File: src/rtl/uart_tx_serializer_if.sv
// Byte-write handshake between the peripheral register block and the UART transmitter.
// The master side writes TX_DATA with a one-cycle TX_EN strobe and watches TX_STATUS
// and tx_overrun. The slave side is the serializer.
interface uart_tx_serializer_if;
    logic [7:0] TX_DATA;
    logic       TX_EN;
    logic       TX_STATUS;
    logic       tx_overrun;

    modport master (
        output TX_DATA,
        output TX_EN,
        input  TX_STATUS,
        input  tx_overrun
    );

    modport slave (
        input  TX_DATA,
        input  TX_EN,
        output TX_STATUS,
        output tx_overrun
    );
endinterface

File: src/rtl/uart_tx_serializer.sv
// Transmit half of the board UART. It sends 8N1 or 8N2 frames, LSB first, on PC_Uart_txd.
// A holding register sits in front of the shift register, so the CPU can queue the next
// byte while a frame is on the line. Back-to-back frames have no idle gap between them.
module uart_tx_serializer #(
    parameter int CLK_FREQ  = 100_000_000,
    parameter int BAUD_RATE = 9600,
    parameter int STOP_BITS = 1
) (
    input  logic                 sysclk,
    input  logic                 reset,
    uart_tx_serializer_if.slave  bus,
    output logic                 tx_busy,
    output logic                 PC_Uart_txd
);

    localparam int CLKS_PER_BIT = CLK_FREQ / BAUD_RATE;
    localparam int STOP_CLKS    = STOP_BITS * CLKS_PER_BIT;
    // The counter must reach the longest phase, which is the stop period.
    localparam int CNT_W        = (STOP_CLKS > 1) ? $clog2(STOP_CLKS) : 1;

    localparam logic [CNT_W-1:0] BIT_LAST  = CNT_W'(CLKS_PER_BIT - 1);
    localparam logic [CNT_W-1:0] STOP_LAST = CNT_W'(STOP_CLKS - 1);
    localparam logic [CNT_W-1:0] CNT_ONE   = CNT_W'(1);

    typedef enum logic [1:0] {
        IDLE  = 2'd0,
        START = 2'd1,
        DATA  = 2'd2,
        STOP  = 2'd3
    } txState_e;

    txState_e         state_q,     state_d;
    logic [CNT_W-1:0] baudCnt_q,   baudCnt_d;
    logic [2:0]       bitIdx_q,    bitIdx_d;
    logic [7:0]       shift_q,     shift_d;
    logic [7:0]       holdReg_q,   holdReg_d;
    logic             holdValid_q, holdValid_d;
    logic             txd_q,       txd_d;
    logic             overrun_q,   overrun_d;
    logic             accept;

    // A strobe is judged against the pre-edge holding state, even on a transfer edge.
    assign accept    = bus.TX_EN & ~holdValid_q;
    assign overrun_d = bus.TX_EN &  holdValid_q;

    // Register all state. An async reset aborts any frame and sends the line high at once.
    always_ff @(posedge sysclk or negedge reset) begin
        if (!reset) begin
            state_q     <= IDLE;
            baudCnt_q   <= '0;
            bitIdx_q    <= '0;
            shift_q     <= '0;
            holdReg_q   <= '0;
            holdValid_q <= 1'b0;
            txd_q       <= 1'b1;
            overrun_q   <= 1'b0;
        end else begin
            state_q     <= state_d;
            baudCnt_q   <= baudCnt_d;
            bitIdx_q    <= bitIdx_d;
            shift_q     <= shift_d;
            holdReg_q   <= holdReg_d;
            holdValid_q <= holdValid_d;
            txd_q       <= txd_d;
            overrun_q   <= overrun_d;
        end
    end

    // Next state: accept into the holding register, then sequence START/DATA/STOP on baud ticks.
    always_comb begin
        state_d     = state_q;
        baudCnt_d   = baudCnt_q;
        bitIdx_d    = bitIdx_q;
        shift_d     = shift_q;
        holdReg_d   = holdReg_q;
        holdValid_d = holdValid_q;

        if (accept) begin
            holdReg_d   = bus.TX_DATA;
            holdValid_d = 1'b1;
        end

        case (state_q)
            IDLE: begin
                baudCnt_d = '0;
                bitIdx_d  = '0;
                if (holdValid_q) begin
                    shift_d     = holdReg_q;
                    holdValid_d = 1'b0;
                    state_d     = START;
                end else if (accept) begin
                    // An idle line with an empty shifter skips the holding register, so TX_STATUS never drops.
                    shift_d     = bus.TX_DATA;
                    holdValid_d = 1'b0;
                    state_d     = START;
                end
            end

            START: begin
                if (baudCnt_q == BIT_LAST) begin
                    baudCnt_d = '0;
                    bitIdx_d  = '0;
                    state_d   = DATA;
                end else begin
                    baudCnt_d = baudCnt_q + CNT_ONE;
                end
            end

            DATA: begin
                if (baudCnt_q == BIT_LAST) begin
                    baudCnt_d = '0;
                    if (bitIdx_q == 3'd7) begin
                        state_d = STOP;
                    end else begin
                        bitIdx_d = bitIdx_q + 3'd1;
                        shift_d  = {1'b0, shift_q[7:1]};
                    end
                end else begin
                    baudCnt_d = baudCnt_q + CNT_ONE;
                end
            end

            STOP: begin
                if (baudCnt_q == STOP_LAST) begin
                    baudCnt_d = '0;
                    if (holdValid_q) begin
                        // A queued byte goes out immediately, with no idle gap between frames.
                        shift_d     = holdReg_q;
                        holdValid_d = 1'b0;
                        state_d     = START;
                    end else begin
                        state_d = IDLE;
                    end
                end else begin
                    baudCnt_d = baudCnt_q + CNT_ONE;
                end
            end

            default: begin
                state_d   = IDLE;
                baudCnt_d = '0;
                bitIdx_d  = '0;
            end
        endcase
    end

    // Line level for the current state. It is registered, so txd trails the state by one cycle.
    always_comb begin
        txd_d = 1'b1;
        case (state_q)
            IDLE:    txd_d = 1'b1;
            START:   txd_d = 1'b0;
            DATA:    txd_d = shift_q[0];
            STOP:    txd_d = 1'b1;
            default: txd_d = 1'b1;
        endcase
    end

    assign PC_Uart_txd    = txd_q;
    assign tx_busy        = (state_q != IDLE);
    assign bus.TX_STATUS  = ~holdValid_q;
    assign bus.tx_overrun = overrun_q;

endmodule

File: src/flat_wrapper.sv
// flat-port wrapper written by rule: the top's interface ports become plain ports
module uart_tx_serializer_flat 
#(
    parameter int CLK_FREQ  = 100_000_000,
    parameter int BAUD_RATE = 9600,
    parameter int STOP_BITS = 1
)
  (sysclk, reset, tx_busy, PC_Uart_txd, bus_TX_DATA, bus_TX_EN, bus_TX_STATUS, bus_tx_overrun);
  uart_tx_serializer_if bus_i ();
  input  logic sysclk;
  input  logic reset;
  output logic tx_busy;
  output logic PC_Uart_txd;
  input wire logic [$bits(bus_i.TX_DATA)-1:0] bus_TX_DATA;
  input wire logic [$bits(bus_i.TX_EN)-1:0] bus_TX_EN;
  output wire logic [$bits(bus_i.TX_STATUS)-1:0] bus_TX_STATUS;
  output wire logic [$bits(bus_i.tx_overrun)-1:0] bus_tx_overrun;
  assign bus_i.TX_DATA = bus_TX_DATA;
  assign bus_i.TX_EN = bus_TX_EN;
  assign bus_TX_STATUS = bus_i.TX_STATUS;
  assign bus_tx_overrun = bus_i.tx_overrun;
  uart_tx_serializer #(.CLK_FREQ(CLK_FREQ), .BAUD_RATE(BAUD_RATE), .STOP_BITS(STOP_BITS)) u_core (.sysclk(sysclk), .reset(reset), .bus(bus_i), .tx_busy(tx_busy), .PC_Uart_txd(PC_Uart_txd));
endmodule
File: config.mk
export PLATFORM = sky130hd
export DESIGN_NAME = uart_tx_serializer_flat
export DESIGN_NICKNAME = d
export VERILOG_FILES = /design/src/rtl/uart_tx_serializer_if.sv /design/src/rtl/uart_tx_serializer.sv /design/src/flat_wrapper.sv
export SDC_FILE = /design/constraint.sdc
export NUM_CORES = 1
export LEC_CHECK = 0
export ABC_CLOCK_PERIOD_IN_PS = 2200
export BUFFER_PORTS_ARGS = -buffer_cell sky130_fd_sc_hd__buf_2
export CORE_MARGIN = 5
export CORE_UTILIZATION = 50
export CTS_CLUSTER_SIZE = 8
export DETAILED_ROUTE_END_ITERATION = 8
export PLACE_DENSITY_LB_ADDON = 0.25
export SLEW_MARGIN = 5
export SYNTH_ARGS = -nofsm -noshare
export SYNTH_HDL_FRONTEND = slang
export SYNTH_SLANG_ARGS = --single-unit
File: constraint.sdc
create_clock -name sysclk -period 2.2 [get_ports sysclk]
set_input_delay 0 -clock sysclk [delete_from_list [all_inputs] [get_ports sysclk]]
set_output_delay 0 -clock sysclk [all_outputs]
set_load 0.01 [all_outputs]
Yosys cells after proc, flatten, opt, wreduce, memory -nomap -nowiden
Index checks and enable logic that the tools add are counted.
{ "word_totals": {"reg_bits": 38, "latch_bits": 0, "ramBits": 0, "rom_bits": 0, "input_bits": 11, "wordCells": 62, "mem_count": 0} }
{ "classes": {"n_addsub": 2, "multipliers": 0, "div_mod_pow": 0, "magnitude_cmp": 0, "eq_ne": 12, "shifts": 0, "muxes": 28, "n_bitwise": 3, "reduce_logical": 9} }
{ "op_table": {"columns": ["operator", "count"], "rows": [
  ["8-bit two-way mux", 6],
  ["14-bit one-hot mux with 2 select lines", 1],
  ["8-bit one-hot mux with 3 select lines", 1],
  ["14-bit by 1-bit adder with 14-bit output (second input constant)", 1],
  ["14-bit equality test (second input constant)", 1],
  ["14-bit two-way mux", 1],
  ["2-bit two-way mux", 6],
  ["2-bit by 1-bit != test with 1-bit output (second input constant)", 5],
  ["3-bit two-way mux", 3],
  ["3-bit one-hot mux with 3 select lines", 1],
  ["2-bit one-hot mux with 4 select lines", 1],
  ["1-bit two-way mux", 6],
  ["6-bit AND reduction", 1],
  ["3-bit nonzero test", 2],
  ["5-bit AND reduction", 1],
  ["2-bit equality test (second input constant)", 2],
  ["4-bit AND reduction", 1],
  ["3-bit by 1-bit adder with 3-bit output (second input constant)", 1],
  ["3-bit equality test (second input constant)", 1],
  ["3-bit by 1-bit != test with 1-bit output (second input constant)", 1],
  ["1-bit one-hot mux with 3 select lines", 1],
  ["3-bit OR reduction", 1],
  ["1-bit AND", 2],
  ["2-bit by 1-bit equality test with 1-bit output (second input constant)", 1],
  ["other kinds (6)", 6]
]} }

Logic depth before layout (Yosys ltp)
Gate-level depths: netlist of the first run.
{ "logic_depth": {"word_depth": 6, "mapped_depth": 7, "mapped_depth_nobuf": 6} }

Worst setup path after synthesis of the first run
Ideal clock, no wire load.
{ "synth_timing": {"kind": "register -> register", "startpoint": "register u_core.state_q[0]", "endpoint": "register u_core.shift_q[0]", "setup_time_ns": 0.125, "arrival_ns": 1.901, "required_ns": 2.075, "setup_slack_ns": 0.174, "path_stages_with_launch": 7, "path_buffers": 1, "synth_period_minus_slack_ns": 2.026, "path_cell_list": "dfrtp_1 inv_1 ha_1 clkbuf_1 a221o_1 a221oi_4 mux2_2"} }
{ "synth_via": {"elab_chain_cells": 3, "word_cells_on_any_way": 11, "classes_between": "eq/ne: 7; mux: 1; reduce/logical: 3"} }
{ "synth_lines": {"columns": ["item", "line_no", "text"], "rows": [
  ["start, declared", "uart_tx_serializer.sv:32", "txState_e state_q, state_d;"],
  ["start signal, assigned", "uart_tx_serializer.sv:58", "state_q <= state_d;"],
  ["2-bit equality test / 2-bit logical NOT (equally long branches)", "uart_tx_serializer.sv:83", "case (state_q)"],
  ["2-bit by 1-bit != test with 1-bit output (no source line) (tied with other cells)", null, null],
  ["6-bit AND reduction (no source line)", null, null],
  ["end signal, assigned", "uart_tx_serializer.sv:61", "shift_q <= shift_d;"],
  ["end, declared", "uart_tx_serializer.sv:35", "logic [7:0] shift_q, shift_d;"]
]} }
Parallel ways exist; a longest one is shown, timed or not.
A chain may end at the register's enable or synchronous reset.

Final worst setup path of the first run
{ "layout_timing": {"startpoint": "register u_core.baudCnt_q[0]", "endpoint": "register u_core.state_q[1]"} }
{ "layout_via": {"elab_chain_cells": 3, "word_cells_on_any_way": 5, "classes_between": "eq/ne: 4; reduce/logical: 1"} }
{ "layout_lines": {"columns": ["item", "line_no", "text"], "rows": [
  ["start, declared", "uart_tx_serializer.sv:33", "logic [CNT_W-1:0] baudCnt_q, baudCnt_d;"],
  ["start signal, assigned", "uart_tx_serializer.sv:59", "baudCnt_q <= baudCnt_d;"],
  ["14-bit equality test *", "uart_tx_serializer.sv:100, uart_tx_serializer.sv:110, uart_tx_serializer.sv:124", null],
  ["2-bit by 1-bit != test with 1-bit output (no source line)", null, null],
  ["5-bit AND reduction (no source line) *", null, null]
]} }
Mark *: on every way between the ends. The rest lies on a longest branch, timed or not.

==> results of run 1 <==
[placed cells by master (no fill, tap or decap), types with 2 or more instances in the layout]
cell type      netlist  layout
or3_1                3       3
buf_2                0      14
nor2_1              12      12
a221o_1              3       3
nor3_1               3       3
nor4b_1              2       2
a22oi_1              6       6
nand4_1              6       6
mux2_2              16      16
ha_1                 7       6
nand3_1              4       4
inv_1                9       9
dfrtp_1             37      37
buf_4                1       7
o21ai_0              8       8
clkbuf_8             0       6
o31ai_1              2       2
nor3b_1              7       7
or4_1                2       2
xor2_1               8       8
a21oi_1             14      14
nor2b_1              2       2
nand2b_1             2       2
o211ai_1             3       3
and3_1               2       2
dlygate4sd3_1        0      10
nand2_1              9       9
[flip-flops by register name, summed over array words and instances, names as in the netlist]
name and flops:
u_core.baudCnt_q 14, u_core.PC_Uart_txd 1, u_core.bitIdx_q 3, u_core.holdValid_q 1
u_core.holdReg_q 8, u_core.shift_q 8, u_core.bus.tx_overrun 1, u_core.state_q 2
[per-layer routing]
| layer | global-route usage (%) | wire (µm) | part of all wire, % | up-vias |
|---|---|---|---|---|
| li1 | - | - | - | 756 |
| met4 | 6.04 | 61 | 1.4 | 0 |
| met1 | 21.9 | 1920 | 44 | 807 |
| met3 | 4.79 | 161 | 3.7 | 6 |
| met2 | 29.8 | 2170 | 50 | 27 |
| met5 | 0 | 0 | 0 | - |
[kinds of logic (layout without fill, tap and decap cells)]
group | Yosys count | in the layout | synth area share, %
simple gates | 60 | 60 | 17.1
compound gates | 42 | 42 | 14.1
flops | 38 | 38 | 46.7
buf+inv | 19 | 49 | 4.42
mux | 17 | 17 | 9.57
xor+xnor | 9 | 9 | 3.87
fa+ha+maj | 7 | 7 | 4.29
[worst register-to-register path: cells and delay by family (launching register included)]
family / cells / cell delay, ns
flops: 1 / 0.39
simple gates: 2 / 0.47
mux: 1 / 0.32
fa+ha+maj: 1 / 0.23
compound gates: 1 / 0.38
buf+inv: 1 / 0.21
[synthesized netlist by cell type]
master | instances | share of area [%]
and4bb_2 | 1 | 0.61
o21ai_0 | 8 | 2.0
clkbuf_1 | 6 | 1.1
o221ai_1 | 1 | 0.43
a22oi_1 | 6 | 2.2
a211oi_1 | 1 | 0.37
a221o_1 | 3 | 1.5
dfstp_2 | 1 | 1.3
nor3b_1 | 7 | 2.6
and4_1 | 2 | 0.86
o31ai_1 | 2 | 0.74
inv_1 | 9 | 1.7
nor2_1 | 12 | 2.2
nand2b_1 | 2 | 0.61
a21oi_1 | 14 | 3.4
nor4b_1 | 2 | 0.86
nand4_1 | 6 | 1.8
buf_1 | 1 | 0.18
or3_1 | 3 | 0.92
nor2b_1 | 2 | 0.61
o211ai_1 | 3 | 1.1
dfrtp_1 | 37 | 45
o22ai_1 | 1 | 0.31
and2_1 | 1 | 0.31
nand2_1 | 9 | 1.7
a221oi_1 | 1 | 0.43
mux2_4 | 1 | 0.74
nand4_2 | 1 | 0.61
nor3_1 | 3 | 0.74
a221oi_4 | 1 | 1.3
or4_1 | 2 | 0.74
and3_1 | 2 | 0.61
o21bai_1 | 1 | 0.37
or2_2 | 1 | 0.31
mux2_2 | 16 | 8.8
ha_1 | 7 | 4.3
buf_4 | 1 | 0.37
buf_6 | 2 | 1.1
nand3_1 | 4 | 0.98
xor2_1 | 8 | 3.4
xnor2_1 | 1 | 0.43
[what timing repair did]
item | in CTS | in global routing
endpoints found under the hold margin | 46 | 0
buffers inserted | 1 | 0
hold buffers | 10 | 0
resized for setup | 0 | 2
endpoints found under the setup margin | 1 | 2
[metrics by stage]
| stage | util (%) | hold slack (ns) |
|---|---|---|
| CTS | 60.0 | 0.380 |
| global route | 60.1 | 0.448 |
| detailed placement | 54.6 | 0.155 |
| finish | 60.1 | 0.344 |
| floorplan | - | -0.296 |
| global placement | 54.6 | 0.141 |
[worst paths after layout]
path,slack [ns],startpoint,to
max reg2reg,0.08,u_core.baudCnt_q[0],u_core.state_q[1]
max,0.08,u_core.baudCnt_q[0],u_core.state_q[1]
min in group sysclk,0.49,bus_TX_DATA[7],u_core.holdReg_q[7]
min reg2reg,0.49,u_core.baudCnt_q[0],u_core.baudCnt_q[0]
min,0.34,reset,u_core.baudCnt_q[7]
max in group asynchronous,1.33,reset,u_core.bus.tx_overrun
[report_power, final]
group	switching [W]	internal, W	leakage (nW)	total (W)
clock network	0.000252	0.000252	0.0472	0.000503
registers	0.0000109	0.000713	0.454	0.000724
logic	0.0000298	0.0000380	0.493	0.0000679
[area by class of cell]
class	count	area share [%]
tap	50	2.62
inverter	9	1.42
clock buffer	6	3.46
multi-input combinational	135	41.9
sequential	38	39.9
timing repair buffer	32	10.2
clock inverter	2	0.524
==> impl_metrics.tcl, run 1 <==
set metrics [dict create \
    stdcell_count 272 \
    ys_seq_area_share_pct 46.7 \
    numCtsBuffers 5 \
    max_cap_viol_count 0 \
    synth_cell_types 41 \
    cts_tree "yes" \
    path_clk_slew_ns 0.08 \
    pwr_density_cell_mw_per_mm2 542 \
    grt_usage_pct 17.7 \
    postLayoutCellArea_mm2 0.00239 \
    post_drt_wl_per_cell_um 15.8 \
    totalPowerFinal_w 0.00129 \
    tns_ns 0 \
    max_stage_delay_ns 0.39 \
    fp-row-count 23 \
    die_width_um 73.9 \
    yosys_warnings 0 \
    hold_violations 0 \
    crit_family "simple AND/OR/NAND/NOR gates" \
    placed_cell_area_mm2 0.00217 \
    crit_cells 6 \
    numPortBuffers 14 \
    via_per_inst 5.87 \
    cp_data_required_time_ns 2.38 \
    syn-num-nets 210 \
    fillCellCount 327 \
    grt_first_pass_wirelength_um 7380 \
    critical_path_arrival_ns 2.29 \
    wl_um 4310 \
    min_period_ns 2.12 \
    status "finished clean" \
    crit_buf_inv 1 \
    rsz0062_at_grt "false" \
    die-area_mm2 0.00546 \
    chipHeight_um 73.9 \
    hp-class "in2async" \
    drt_first_pass_iters 4 \
    place_hpwl_um 3000 \
    grt_overflow_total 0 \
    start_util_pct 51.4 \
    synth_cells 192 \
    ios 15 \
    cp_cell_sequence "ha_1 -> and4_2 -> nand4_2 -> buf_4 -> a221o_1 -> mux2_4" \
    start_kind "register" \
    max_freq_mhz 472 \
    syn_avg_cell_area_um2 10.6 \
    route.detailed.drc 0 \
    dp.cells 253 \
    antennaDiodeCount 0 \
    core_area_mm2 0.00397 \
    end_kind "register" \
    cts_buffer_depth 2 \
    min_period_over_period_pct 96.2 \
    place_congestion 0.860 \
    synth-seq-cells 38 \
    grt_max_degree 39 \
    critPathSlowestCell "dfrtp_1" \
    p_leak_nw 0.994 \
    syn2layout_area_growth_pct 17.1 \
    first_global_vias 1620 \
    grt_antenna_before_repair 0 \
    setup_slack_ns 0.0827 \
    vias 1596 \
    drv_slew 0 \
    finalSetupViolCount 0 \
    cts.sinks 38 \
    crit_type "reg2reg" \
    syn_area_mm2 0.00204 \
    htree_num_levels 2 \
    drive_gt1_share_pct 24.3 \
    ant_nets 0 \
    drt_iter0_drc 86 \
    regArea_um2 952 \
    clk_latency_ns 0.29 \
    r2r.worst_path.cells 6 \
    pre_cts_slack_ns 0.00514 \
    fin_skew_ns 0.00850 \
    max-slew-margin-rel_pct 44.0 \
    max-vdd-ir-drop_mv 0.371 \
    tightest_slew_ns 0.841 \
    root_buffer "clkbuf_8" \
    worstPathMaxFanout 10 \
    nets 239 \
    multi_input_area_mm2 0.00100 \
]
(Power assumes the default switching activity.)
==> inputs of run 2 (changes only) <==
Settings changed: REMOVE_ABC_BUFFERS from default to 1.
==> run 2 against run 1 <==
Against the previous run:
- register-to-register slack lost 0.02 ns
- sequential power is essentially flat
- clock power shrank 2%
- utilization shrank 0.25 points
- combinational power is essentially flat
- first-iteration DRC count shrank 21%
- routed wire length shrank 2.8%
- final area shrank 0.42%
- critical path depth is the same
- flip-flop and latch count is the same
==> impl_metrics.tcl, run 2 (synthesis gave the netlist of run 1 again) <==
set metrics [dict create \
    status "finished clean" \
    finalSetupViolCount 0 \
    ios 15 \
    syn2layout_area_growth_pct 16.6 \
    place_hpwl_um 2860 \
    route.detailed.drc 0 \
    post_drt_wl_per_cell_um 15.4 \
    totalPowerFinal_w 0.00128 \
    max_cap_viol_count 0 \
    max-vdd-ir-drop_mv 0.446 \
    rsz0062_at_grt "false" \
    min_period_over_period_pct 97.3 \
    start_util_pct 51.4 \
    drv_slew 0 \
    crit_type "reg2reg" \
    reg.largest.list "u_core.baudCnt_q x14, u_core.holdReg_q x8, u_core.shift_q x8" \
    grt_first_pass_wirelength_um 7410 \
    cp_data_required_time_ns 2.37 \
    placed_cell_area_mm2 0.00216 \
    hp-class "in2async" \
    pre_cts_slack_ns -0.00186 \
    grt_overflow_total 0 \
    top_register "u_core.baudCnt_q" \
    tns_ns 0 \
    grt_antenna_before_repair 0 \
    max_freq_mhz 467 \
    wl_um 4190 \
    p_leak_nw 0.991 \
    root_buffer "clkbuf_8" \
    critical_path_arrival_ns 2.32 \
    p_seq_share_pct 56.3 \
    ant_nets 0 \
    antennaDiodeCount 0 \
    place_congestion 0.942 \
    end_kind "register" \
    pwr-share-comb_pct 5.3 \
    grt_max_degree 39 \
    postLayoutCellArea_mm2 0.00238 \
    fp-row-count 23 \
    drt_iter0_drc 68 \
    min_period_ns 2.14 \
    via_per_inst 5.73 \
    power.switching_w 0.000282 \
    chipHeight_um 73.9 \
    die_width_um 73.9 \
    pwr_density_cell_mw_per_mm2 540 \
    worstPathMaxFanout 8 \
    nets 238 \
    dp.cells 252 \
    core_area_mm2 0.00397 \
    die-area_mm2 0.00546 \
    first_global_vias 1640 \
    clk_latency_ns 0.28 \
    htree_num_levels 2 \
    power_frac_clock_pct 38.4 \
    vias 1554 \
    max-slew-margin-rel_pct 44.8 \
    intPower_w 0.00100 \
    grt_usage_pct 17.6 \
    cts_buffer_depth 2 \
    final_cell_mix "dfrtp_1 (37), mux2_2 (16), a21oi_1 (14), buf_2 (14), nor2_1 (12)" \
    start_kind "register" \
    setup_slack_ns 0.0586 \
    switching_share_pct 21.9 \
    layout_commonest_cell "dfrtp_1" \
    drive_gt1_share_pct 23.5 \
    tightest_slew_ns 0.828 \
    cts_tree "yes" \
    cts.sinks 38 \
    drt_first_pass_iters 4 \
    numPortBuffers 14 \
    stdcell_count 271 \
    hold_violations 0 \
    fin_skew_ns 0.00819 \
    numCtsBuffers 5 \
    largest_reg_flops 14 \
    path_clk_slew_ns 0.07 \
]
-- run 2: what timing repair did --
action | 4_1_cts | 5_1_grt
gates resized for setup | 0 | 1
endpoints found under the setup margin | 8 | 1
hold endpoints to repair | 46 | 0
buffers inserted | 1 | 0
hold buffers | 10 | 0
-- run 2: final timing paths --
check,to,from,depth (start not counted),slack [ns]
setup / recovery,u_core.shift_q[7],u_core.bitIdx_q[0],6,0.06
hold / removal,u_core.baudCnt_q[6],reset,2,0.36
setup reg to reg,u_core.shift_q[7],u_core.bitIdx_q[0],6,0.06
hold reg to reg,u_core.baudCnt_q[0],u_core.baudCnt_q[0],1,0.50
max in group asynchronous,u_core.holdValid_q,reset,2,1.32
min in group sysclk,u_core.holdReg_q[7],bus_TX_DATA[7],3,0.49
-- run 2: routing by layer --
layer / up-vias / track usage [%] / wire length [µm]
met5: - / 0 / 0
met4: 0 / 6.64 / 60
met3: 6 / 4.24 / 139
met2: 32 / 28.4 / 2140
met1: 761 / 22.7 / 1840
li1: 755 / - / -
-- run 2: through the flow --
step | util (%) | hold slack (ns)
floorplan | - | -0.296
global placement | 54.4 | 0.135
detailed placement | 54.4 | 0.147
CTS | 59.8 | 0.379
global route | 59.9 | 0.467
finish | 59.9 | 0.358
-- run 2: worst max-delay path: stages (launching register included) --
cell	delay [ns]
dfrtp_1	0.42
ha_1	0.22
ha_1	0.26
a221o_1	0.41
a221oi_4	0.23
buf_12	0.16
mux2_2	0.32
-- run 2: power by group through the flow --
stage / sequential [W] / combinational, W / clock, W
after CTS: 0.000723 / 0.0000694 / 0.000511
final: 0.000723 / 0.0000682 / 0.000493
after floorplan: 0.000734 / 0.0000252 / 0
after global placement: 0.000735 / 0.0000528 / 0
after global routing: 0.000725 / 0.0000784 / 0.000540
after detailed placement: 0.000736 / 0.0000559 / 0
-- run 2: final cells by class --
| type | instances | area (µm²) |
|---|---|---|
| clock buffers | 6 | 82.6 |
| clock inverters | 2 | 12.5 |
| fillers | 317 | 1590 |
| inverters | 9 | 33.8 |
| multi-input cells | 135 | 998 |
| flip-flops and latches | 38 | 952 |
| well taps | 50 | 62.6 |
| repair buffers | 31 | 235 |
==> inputs of run 3 (changes only) <==
Settings changed: CORE_MARGIN 5 to default.
==> run 3 against run 2 <==
Against the previous run:
- final area grew 0.68%
- fmax grew 2.4%
- sequential power is essentially flat
- largest power group unchanged
- via count grew 0.19%
- highest routed layer unchanged
- combinational power shrank 1%
- clock power grew 14%
==> impl_metrics.tcl, run 3 (synthesis gave the netlist of run 1 again) <==
set metrics [dict create \
    status "finished clean" \
    power.switching_w 0.000286 \
    chipHeight_um 65.9 \
    reg.largest.list "u_core.baudCnt_q x14, u_core.holdReg_q x8, u_core.shift_q x8" \
    route.detailed.drc 0 \
    largest_reg_flops 14 \
    wl_um 4260 \
    cp_data_required_time_ns 2.38 \
    grt.busiest_layer "met2" \
    power_frac_clock_pct 41.6 \
    layout_commonest_cell "dfrtp_1" \
    place_congestion 0.801 \
    totalPowerFinal_w 0.00135 \
    p_seq_share_pct 53.4 \
    core_area_mm2 0.00380 \
    p_leak_nw 1.01 \
    hp-class "in2async" \
    drt_first_pass_iters 4 \
    end_kind "register" \
    crit_type "reg2reg" \
    start_kind "register" \
    drt_iter0_drc 109 \
    root_buffer "clkbuf_8" \
    min_period_over_period_pct 95.1 \
    ant_nets 0 \
    cts_tree "yes" \
    final_cell_mix "dfrtp_1 (37), mux2_2 (16), a21oi_1 (14), buf_2 (14), nor2_1 (12)" \
    hold_violations 0 \
    max-vdd-ir-drop_mv 0.377 \
    path_clk_slew_ns 0.07 \
    max_cap_viol_count 0 \
    drv_slew 0 \
    post_drt_wl_per_cell_um 15.7 \
    grt_max_degree 39 \
    syn2layout_area_growth_pct 17.4 \
    tightest_slew_ns 0.845 \
    ios 15 \
    max_stage_delay_ns 0.42 \
    clk_latency_ns 0.30 \
    finalSetupViolCount 0 \
    rsz0062_at_grt "false" \
    fillCellCount 314 \
    critPathSlowestCell "dfrtp_1" \
    cts_buffer_depth 2 \
    antennaDiodeCount 0 \
    grt_usage_pct 22.7 \
    die-area_mm2 0.00434 \
    met3_usage_pct 4.66 \
    grt_antenna_before_repair 0 \
    grt_first_pass_wirelength_um 7270 \
    start_util_pct 53.7 \
    multi_input_area_um2 1000 \
    fp-row-count 22 \
    numCtsBuffers 5 \
    pwr-share-comb_pct 5.0 \
    first_global_vias 1608 \
    min_period_ns 2.09 \
    grtUsageMet2_pct 39.5 \
    max_freq_mhz 478 \
    max-slew-margin-rel_pct 43.7 \
    numPortBuffers 14 \
    fin_skew_ns 0.00428 \
    switching_share_pct 21.1 \
    top_register "u_core.baudCnt_q" \
    place_hpwl_um 2910 \
    drive_gt1_share_pct 24.2 \
    pwr_density_cell_mw_per_mm2 565 \
    vias 1557 \
    worstPathMaxFanout 6 \
    intPower_w 0.00107 \
    critical_path_arrival_ns 2.27 \
    htree_num_levels 2 \
    grt_overflow_total 0 \
    via_per_inst 5.75 \
    regArea_um2 952 \
    die_width_um 65.9 \
    final_util_pct 63.0 \
    cts.sinks 38 \
    grt_use_met1_pct 26.4 \
    nets 240 \
    cp_cell_sequence "ha_1 -> ha_2 -> a221o_1 -> a221oi_4 -> buf_4 -> mux2_2" \
]
-- run 3: critical path: cells and delay by family, from the launching register on --
family | cells | cell delay [ns]
AO/OA/AOI/OAI | 2 | 0.60
buffers and inverters | 1 | 0.19
flip-flops | 1 | 0.42
adder cells (fa/ha/maj) | 2 | 0.44
multiplexers | 1 | 0.34
-- run 3: area by class of cell --
type | count | share of cell area [%]
repair buffers | 33 | 9.93
inverters | 9 | 1.41
clock buffers | 8 | 4.60
well taps | 48 | 2.51
multi-input cells | 135 | 41.8
flip-flops and latches | 38 | 39.8
-- run 3: worst paths after layout --
kind | startpoint | depth (start not counted) | slack [ns] | to
max | u_core.bitIdx_q[0] | 6 | 0.11 | u_core.shift_q[2]
min | reset | 2 | 0.34 | u_core.baudCnt_q[13]
max reg2reg | u_core.bitIdx_q[0] | 6 | 0.11 | u_core.shift_q[2]
min reg2reg | u_core.baudCnt_q[0] | 1 | 0.49 | u_core.baudCnt_q[0]
max in group asynchronous | reset | 2 | 1.33 | u_core.bus.tx_overrun
min in group sysclk | bus_TX_DATA[1] | 3 | 0.47 | u_core.holdReg_q[1]
-- run 3: through the flow --
| step | hold slack [ns] | worst slack, ns | std cells | cell area [µm²] | TNS [ns] |
|---|---|---|---|---|---|
| after CTS | 0.371 | 0.0699 | 271 | 2390 | 0 |
| final | 0.341 | 0.108 | 271 | 2390 | 0 |
| after floorplan | -0.296 | 0.0693 | 182 | 1980 | 0 |
| after detailed placement | 0.145 | -0.0224 | 251 | 2170 | -0.0730 |
| after global routing | 0.436 | 0.0129 | 271 | 2390 | 0 |
| after global placement | 0.146 | 0.0800 | 251 | 2170 | 0 |
-- run 3: layer usage --
metal	wire length, µm	share of wire (%)
met2	2200	52
met5	0	0
met1	1870	44
met3	97	2.3
met4	99	2.3
-- run 3: repair_timing --
| item | CTS | global route |
|---|---|---|
| hold endpoints to repair | 47 | 0 |
| endpoints found under the setup margin | 8 | 8 |
| buffers inserted | 2 | 0 |
| resized for setup | 0 | 1 |
| hold buffers | 10 | 0 |
-- run 3: power groups by stage --
stage,registers [W],clock network [W],logic (W)
2_1_floorplan,0.000734,0,0.0000252
3_3_place_gp,0.000735,0,0.0000528
3_5_place_dp,0.000736,0,0.0000549
4_1_cts,0.000723,0.000571,0.0000684
5_1_grt,0.000725,0.000595,0.0000767
6_report,0.000723,0.000562,0.0000675
